<file path="src/rtl/wresp_arbiter.sv">
// Registered round-robin arbiter/router for the AXI write-response (B) channel: slaves S0/S1/DS to masters M0/M1.
// Optional WRESP_DECERR_EN: responses whose BID[7:4] names no master are sunk and flagged on 'unmapped'.
module wresp_arbiter #(
    parameter int ID_BITS  = 4,
    parameter int IDS_BITS = 8
) (
    input  logic                clk,
    input  logic                rst,
    input  logic [IDS_BITS-1:0] S0_BID,
    input  logic [1:0]          S0_BResp,
    input  logic                S0_BValid,
    output logic                S0_BReady,
    input  logic [IDS_BITS-1:0] S1_BID,
    input  logic [1:0]          S1_BResp,
    input  logic                S1_BValid,
    output logic                S1_BReady,
    input  logic [IDS_BITS-1:0] DS_BID,
    input  logic [1:0]          DS_BResp,
    input  logic                DS_BValid,
    output logic                DS_BReady,
`ifdef WRESP_DECERR_EN
    output logic                unmapped,
`endif
    output logic [ID_BITS-1:0]  M0_BID,
    output logic [1:0]          M0_BResp,
    output logic                M0_BValid,
    input  logic                M0_BReady,
    output logic [ID_BITS-1:0]  M1_BID,
    output logic [1:0]          M1_BResp,
    output logic                M1_BValid,
    input  logic                M1_BReady
);

    localparam logic [0:0] IDLE = 1'b0;
    localparam logic [0:0] BUSY = 1'b1;

    localparam logic [2:0] G_S0 = 3'b001;
    localparam logic [2:0] G_S1 = 3'b010;
    localparam logic [2:0] G_DS = 3'b100;

    logic [0:0] state_q, state_d;
    logic [2:0] grant_q, grant_d;
    logic [2:0] last_q,  last_d;

    logic [2:0]          req;
    logic                busy;
    logic                sel_valid;
    logic [IDS_BITS-1:0] sel_bid;
    logic [1:0]          sel_resp;
    logic                to_m0;
    logic                to_m1;
    logic                dest_ready;

    assign req  = {DS_BValid, S1_BValid, S0_BValid};
    assign busy = (state_q == BUSY);

    always_comb begin
        sel_valid = 1'b0;
        sel_bid   = '0;
        sel_resp  = '0;
        if (grant_q[0]) begin
            sel_valid = S0_BValid;
            sel_bid   = S0_BID;
            sel_resp  = S0_BResp;
        end else if (grant_q[1]) begin
            sel_valid = S1_BValid;
            sel_bid   = S1_BID;
            sel_resp  = S1_BResp;
        end else if (grant_q[2]) begin
            sel_valid = DS_BValid;
            sel_bid   = DS_BID;
            sel_resp  = DS_BResp;
        end
    end

`ifdef WRESP_DECERR_EN
    logic [IDS_BITS-ID_BITS-1:0] dest;
    assign dest     = sel_bid[IDS_BITS-1:ID_BITS];
    assign to_m0    = (dest == '0);
    assign to_m1    = (dest == (IDS_BITS-ID_BITS)'(1));
    assign unmapped = busy & ~to_m0 & ~to_m1 & sel_valid;
`else
    // Only the low bit of the master number routes; the upper bits carry no meaning here.
    logic unused_bid_hi;
    assign unused_bid_hi = ^sel_bid[IDS_BITS-1:ID_BITS+1];
    assign to_m0         = ~sel_bid[ID_BITS];
    assign to_m1         = sel_bid[ID_BITS];
`endif

    // An unmapped response has no master to wait for, so the arbiter itself accepts it.
    assign dest_ready = to_m0 ? M0_BReady : (to_m1 ? M1_BReady : 1'b1);

    assign M0_BValid = busy & to_m0 & sel_valid;
    assign M0_BID    = (busy & to_m0) ? sel_bid[ID_BITS-1:0] : '0;
    assign M0_BResp  = (busy & to_m0) ? sel_resp : 2'b00;
    assign M1_BValid = busy & to_m1 & sel_valid;
    assign M1_BID    = (busy & to_m1) ? sel_bid[ID_BITS-1:0] : '0;
    assign M1_BResp  = (busy & to_m1) ? sel_resp : 2'b00;

    assign S0_BReady = busy & grant_q[0] & dest_ready;
    assign S1_BReady = busy & grant_q[1] & dest_ready;
    assign DS_BReady = busy & grant_q[2] & dest_ready;

    always_comb begin
        state_d = state_q;
        grant_d = grant_q;
        last_d  = last_q;
        if (state_q == IDLE) begin
            // Search cyclically starting just after the most recently served slave.
            unique case (last_q)
                G_S0: begin
                    if      (req[1]) grant_d = G_S1;
                    else if (req[2]) grant_d = G_DS;
                    else if (req[0]) grant_d = G_S0;
                end
                G_S1: begin
                    if      (req[2]) grant_d = G_DS;
                    else if (req[0]) grant_d = G_S0;
                    else if (req[1]) grant_d = G_S1;
                end
                default: begin
                    if      (req[0]) grant_d = G_S0;
                    else if (req[1]) grant_d = G_S1;
                    else if (req[2]) grant_d = G_DS;
                end
            endcase
            if (req != 3'b000) begin
                state_d = BUSY;
            end
        end else begin
            if (!sel_valid) begin
                state_d = IDLE;
                grant_d = 3'b000;
            end else if (dest_ready) begin
                state_d = IDLE;
                grant_d = 3'b000;
                last_d  = grant_q;
            end
        end
    end

    always_ff @(posedge clk or posedge rst) begin
        if (rst) begin
            state_q <= IDLE;
            grant_q <= 3'b000;
            last_q  <= G_DS;
        end else begin
            state_q <= state_d;
            grant_q <= grant_d;
            last_q  <= last_d;
        end
    end

endmodule
</file>
<file path="config.mk">
export PLATFORM = sky130hd
export DESIGN_NAME = wresp_arbiter
export DESIGN_NICKNAME = d
export VERILOG_FILES = /design/src/rtl/wresp_arbiter.sv
export SDC_FILE = /design/constraint.sdc
export NUM_CORES = 1
export LEC_CHECK = 0
export ABC_AREA = 1
export CELL_PAD_IN_SITES_DETAIL_PLACEMENT = 1
export CELL_PAD_IN_SITES_GLOBAL_PLACEMENT = 2
export CORE_ASPECT_RATIO = 0.75
export CORE_UTILIZATION = 17
export CTS_CLUSTER_DIAMETER = 30
export CTS_CLUSTER_SIZE = 16
export DETAILED_ROUTE_END_ITERATION = 8
export GPL_ROUTABILITY_DRIVEN = 0
export PLACE_DENSITY = 0.95
export SETUP_SLACK_MARGIN = 0.5
export SLEW_MARGIN = 0
export SYNTH_ARGS = -nofsm -noshare
export SYNTH_HDL_FRONTEND = slang
export SYNTH_SLANG_ARGS = --single-unit
</file>
<file path="constraint.sdc">
create_clock -name clk -period 2.1 [get_ports clk]
set_input_delay 0.21 -clock clk [delete_from_list [all_inputs] [get_ports clk]]
set_output_delay 0.21 -clock clk [all_outputs]
set_load 0.01 [all_outputs]
</file>
### Yosys cells after proc, flatten, opt, wreduce, memory -nomap -nowiden

Cells that the tools add are included.

| word-level totals | value |
|---|---|
| register bits | 7 |
| logic and storage cells | 52 |
| output and inout port bits | 17 |

| cells by class | value |
|---|---|
| bitwise logic cells | 11 |
| equal/unequal tests | 3 |
| mux-type cells | 31 |
| reductions and logical operators | 4 |

Operator list:

| cell | count |
|---|---|
| 2-to-1 mux 3 bit | 12 |
| 2-to-1 mux 5 bit | 3 |
| bitwise AND 1 bit | 10 |
| 2-to-1 mux 2 bit | 5 |
| 2-to-1 mux 1 bit | 8 |
| 2-to-1 mux 4 bit | 2 |
| case mux 3 bit (2 select lines) | 1 |
| nonzero test 4 bit | 1 |
| equality test 3 x 1 -> 1 bit (second input constant) | 1 |
| equality test 3 x 2 -> 1 bit (second input constant) | 1 |
| != test 3 x 2 -> 1 bit (second input constant) | 1 |
| AND reduction 3 bit | 1 |
| nonzero test 3 bit | 1 |
| AND reduction 2 bit | 1 |
| NOT 1 bit | 1 |

### Longest topological paths before layout

| logic depth | value |
|---|---|
| word-level depth | 7 |
| mapped depth | 10 |
| depth with buffers taken out | 9 |

### Worst setup path before layout

No wires, ideal clock.

| timing | value |
|---|---|
| kind | register -> output |
| start | register grant_q[1] |
| end | output DS_BReady |
| arrival time | 1108 ps |
| data required time | 1890 ps |
| path slack | 782 ps |
| stages on the path, launching flop included | 9 |
| buffers on the path | 1 |
| cells stage by stage | dfrtp_1 buf_6 nand2_1 nand3_2 nand2_2 nand2_1 nand2_2 nand2_1 nor2_1 |

| between the ends | value |
|---|---|
| longest elaborated chain between the ends | 4 |

RTL lines:

| item | RTL line | text |
|---|---|---|
| from (decl) | 42 | `logic [2:0] grant_q, grant_d;` |
| from (signal assigned) | 149 | `grant_q <= grant_d;` |
| 2-to-1 mux 5 bit | 65 | `end else if (grant_q[1]) begin` |
| 2-to-1 mux 5 bit | 61 | `if (grant_q[0]) begin` |
| 2-to-1 mux 1 bit | 91 | `assign dest_ready = to_m0 ? M0_BReady : (to_m1 ? M1_BReady : 1'b1);` |
| bitwise AND 1 bit | 102 | `assign DS_BReady = busy & grant_q[2] & dest_ready;` |
| to (decl) | 20 | `output logic DS_BReady,` |

No other way between the ends.

### Final worst setup path

| timing | value |
|---|---|
| start | register grant_q[1] |
| end | output M1_BID[3] |

| between the ends | value |
|---|---|
| longest elaborated chain between the ends | 4 |

RTL lines:

| item | RTL line | text |
|---|---|---|
| 2-to-1 mux 5 bit * | 65 |  |
| 2-to-1 mux 5 bit * | 61 |  |
| bitwise AND 1 bit | 97 | `assign M1_BID = (busy & to_m1) ? sel_bid[ID_BITS-1:0] : '0;` |
| 2-to-1 mux 4 bit * | 97 |  |
| to (decl) | 28 | `output logic [ID_BITS-1:0] M1_BID,` |

Mark *: on every way between the ends. The rest lies on a longest branch, timed or not.

==> run_results.csv <==
group,metric,value,unit
setup_path,slowest_stage,"dfrtp_2",
timing,timing.fmax,600.6,MHz
grt,track_usage,13.31,%
synth,ys_seq_area_share,22.63,%
cts,cts_tree,"built",
synth,synth_top_flop_cell,"dfrtp_1",
detailed_routing,routed_via_density,4.312,
synth,synth-seq-cells,7,
setup_path,crit_arrival,1.46,ns
setup_path,worstSetupPathType,"flip-flop to output port",
placed_design,dp_hpwl,2.368,mm
cts,cts_sinks,7,
setup_path,ff2ff_setup_slack,0.64,ns
synth,yosys.area.top_type,"dfrtp_1",
detailed_routing,antenna_left,0,
cts,htreeDepth,1,
timing,worst_pin_slew,0.3129,ns
grt,grt_pass1_vias,1012,
timing,finalSetupViolCount,0,
setup_path,endpoint_kind,"output port",
timing,fin_crit_sh,79.29,%
synth,yosys-top-cells-area,"dfrtp_1 19%, nand2_1 17%, nor2_1 11%",
final_layout,utilization,33.55,%
setup_path,cp-startpoint,"grant_q[1]",
placed_design,post-place-cells,238,
setup_path,r2r_end,"grant_q[1]",
timing,slew_headroom,79.14,%
grt,grt-ovfl-total,0,
floorplanning,die-area,4863,sq um
status,status,"complete, no violations",
cts,root_buffer,"clkbuf_8",
setup_path,cp-endpoint,"M1_BID[3]",
setup_path,reg2regPathDepth,11,
synth,synth_cells,134,
timing,period_minus_slack,1.665,ns
detailed_routing,wl_per_cell,12.84,um
synth,async_reset_ff_share,100.0,%
final_layout,syn_to_final_growth,82.02,%
final_layout,antennaDiodeCount,0,
grt,antenna_found_initial,0,
timing,finClkSkew,0.002785,ns
final_layout,drive_gt1_share,32.82,%
setup_path,path_buf_inv,3,
worst_hold_path,hold_path.class,"input pin to async pin",
detailed_routing,first_iter_violations,31,
setup_path,slowest_delay,0.43,ns
pwr,ir_worst_vdd,0.5142,mV
pwr,p_leak,0.0006981,uW
setup_path,crit_chain,"inv_2 -> buf_6 -> nand3_1 -> nand2_1 -> o21ai_0 -> nor2_1 -> buf_2",
final_layout,fin_cells,250,
grt,grt_pass1_wl,4.912,mm
setup_path,startpoint_type,"flip-flop",
timing,final-max-slew-violation-count,0,
floorplanning,die_w,80.19,um
setup_path,cp_max_fo,9,
timing,final-hold-violation-count,0,
floorplanning,initial_core_util,18.43,%
synth,synth.avg_cell_area,5.817,sq um
setup_path,r2r-start,"grant_q[1]",
cts,clk_path_buf_depth,2,
grt,grt_max_degree,11,
synth,synthTopCellsByCount,"35 x nand2_1, 23 x nor2_1, 16 x nand3_1",
job,cap_violations,0,
setup_path,crit_family,"flip-flops",
pwr,cellPowerDensity,1162,nW/um^2
detailed_routing,first_pass_iters,4,
detailed_routing,drc,0,
synth,synth_edf_count,0,
detailed_routing,num_vias,1078,
synth,yosys.cell_count.top_type,"nand2_1",
cts,clk_pin_slew,0.04,ns
cts,cts_made_buffers,3,
cts,cts_hold_buf,0,
synth,yosysUniqueCellTypes,19,
setup_path,crit_cells,7,
timing,rsz0062_at_grt,"yes",
floorplanning,die_h,60.65,um
synth,syn_area,779.5,sq um
final_layout,nNetsFinal,233,
floorplanning,core,4229,sq um
synth,syn_nets,171,
floorplanning,ios,54,
cts,clk_latency,0.23,ns
placed_design,io_buffers,44,
setup_path,worst_ep_required_time,1.89,ns
synth,synth_top_area_share,19.26,%
floorplanning,num_rows,20,
detailed_routing,drt-total-wl,3.211,mm
timing,tns,0,ns
synth,yosys_warnings,0,
==> worst min path at each step <==
stage	start	end	slack (ns)
final	rst	last_q[1]	0.22
after global routing	rst	last_q[1]	0.27
after CTS	rst	last_q[0]	0.23
after detailed placement	rst	last_q[0]	0.47
after global placement	rst	last_q[0]	0.47
after floorplan	rst	busy	0.01
==> flip-flops by register name (all words and copies together), names as in the netlist <==
name / cells
busy: 1
grant_q: 3
last_q: 3
==> area by class of cell <==
type / instances / area (sq um)
inverter: 15 / 56.30
sequential: 7 / 178.9
timing repair buffer: 61 / 510.5
fill: 560 / 2810
clock buffer: 4 / 45.04
multi-input combinational: 108 / 559.3
tap: 55 / 68.82
==> where the power goes <==
part	leakage, uW	switching (uW)	internal, uW	total, uW
logic	0.000590	676	514	1190
clock network	0.0000228	57.5	131	189
registers	0.0000855	72.2	198	270
total	0.000698	806	843	1650
==> per-stage QoR <==
stage | worst slack, ns | cell area, sq um | hold slack, ns | power, uW
6_report | 0.4349 | 1419 | 0.2192 | 1649
3_3_place_gp | -0.01750 | 1309 | 0.4670 | 1296
2_1_floorplan | 0.7819 | 779.5 | 0.01267 | 885.0
5_1_grt | 0.3785 | 1419 | 0.2650 | 1797
3_5_place_dp | -0.03035 | 1309 | 0.4686 | 1307
4_1_cts | 0.4203 | 1410 | 0.2276 | 1594
==> repair_timing <==
action                                  4_1_cts  5_1_grt
buffers inserted                              6        2
pin swaps                                     8        8
gates resized for setup                      76       15
endpoints found under the setup margin       17       17
==> worst register-to-register path, stage by stage, from the launching register on <==
cell and delay (ns):
dfrtp_2 0.43, inv_2 0.08, buf_6 0.14, nand3_2 0.06
nand2_1 0.08, nand2_2 0.09, buf_4 0.15, nor2_4 0.10
nand2_2 0.09, nand2_2 0.08, nand2_1 0.05, nand2_1 0.06
==> cell families after synthesis <==
family	share of synthesized area (%)
flip-flops	22.63
AO/OA/AOI/OAI	13.16
buffers and inverters	13.32
AND/OR/NAND/NOR	50.88
==> placed cells by master, fill, tap and decap left out, types with 2 or more instances in the layout <==
master / netlist / final
nor2_4: 1 / 2
nand3_2: 2 / 3
o21ai_0: 7 / 4
nor2_2: 0 / 3
o21ai_1: 3 / 6
dfrtp_2: 0 / 2
inv_1: 13 / 13
clkbuf_8: 1 / 3
nand3_1: 16 / 14
buf_6: 3 / 3
buf_2: 0 / 14
clkdlybuf4s50_1: 0 / 25
dlygate4sd2_1: 0 / 2
a21oi_2: 0 / 2
clkdlybuf4s15_2: 0 / 3
nand2_1: 35 / 31
a21oi_1: 9 / 7
nand2_2: 7 / 9
buf_4: 0 / 14
dfrtp_1: 6 / 4
inv_2: 2 / 2
nor2_1: 23 / 19
nand4_1: 2 / 2
nand2_4: 0 / 2
==> per-layer routing <==
layer / up-vias / track usage (%) / part of all wire (%)
met2: 22 / 21.61 / 46
li1: 549 / - / -
met5: - / 0 / 0
met3: 2 / 3.008 / 4.1
met1: 505 / 18.75 / 49
met4: 0 / 1.531 / 0.40
No activity file was read; power rests on OpenSTA's default activity.
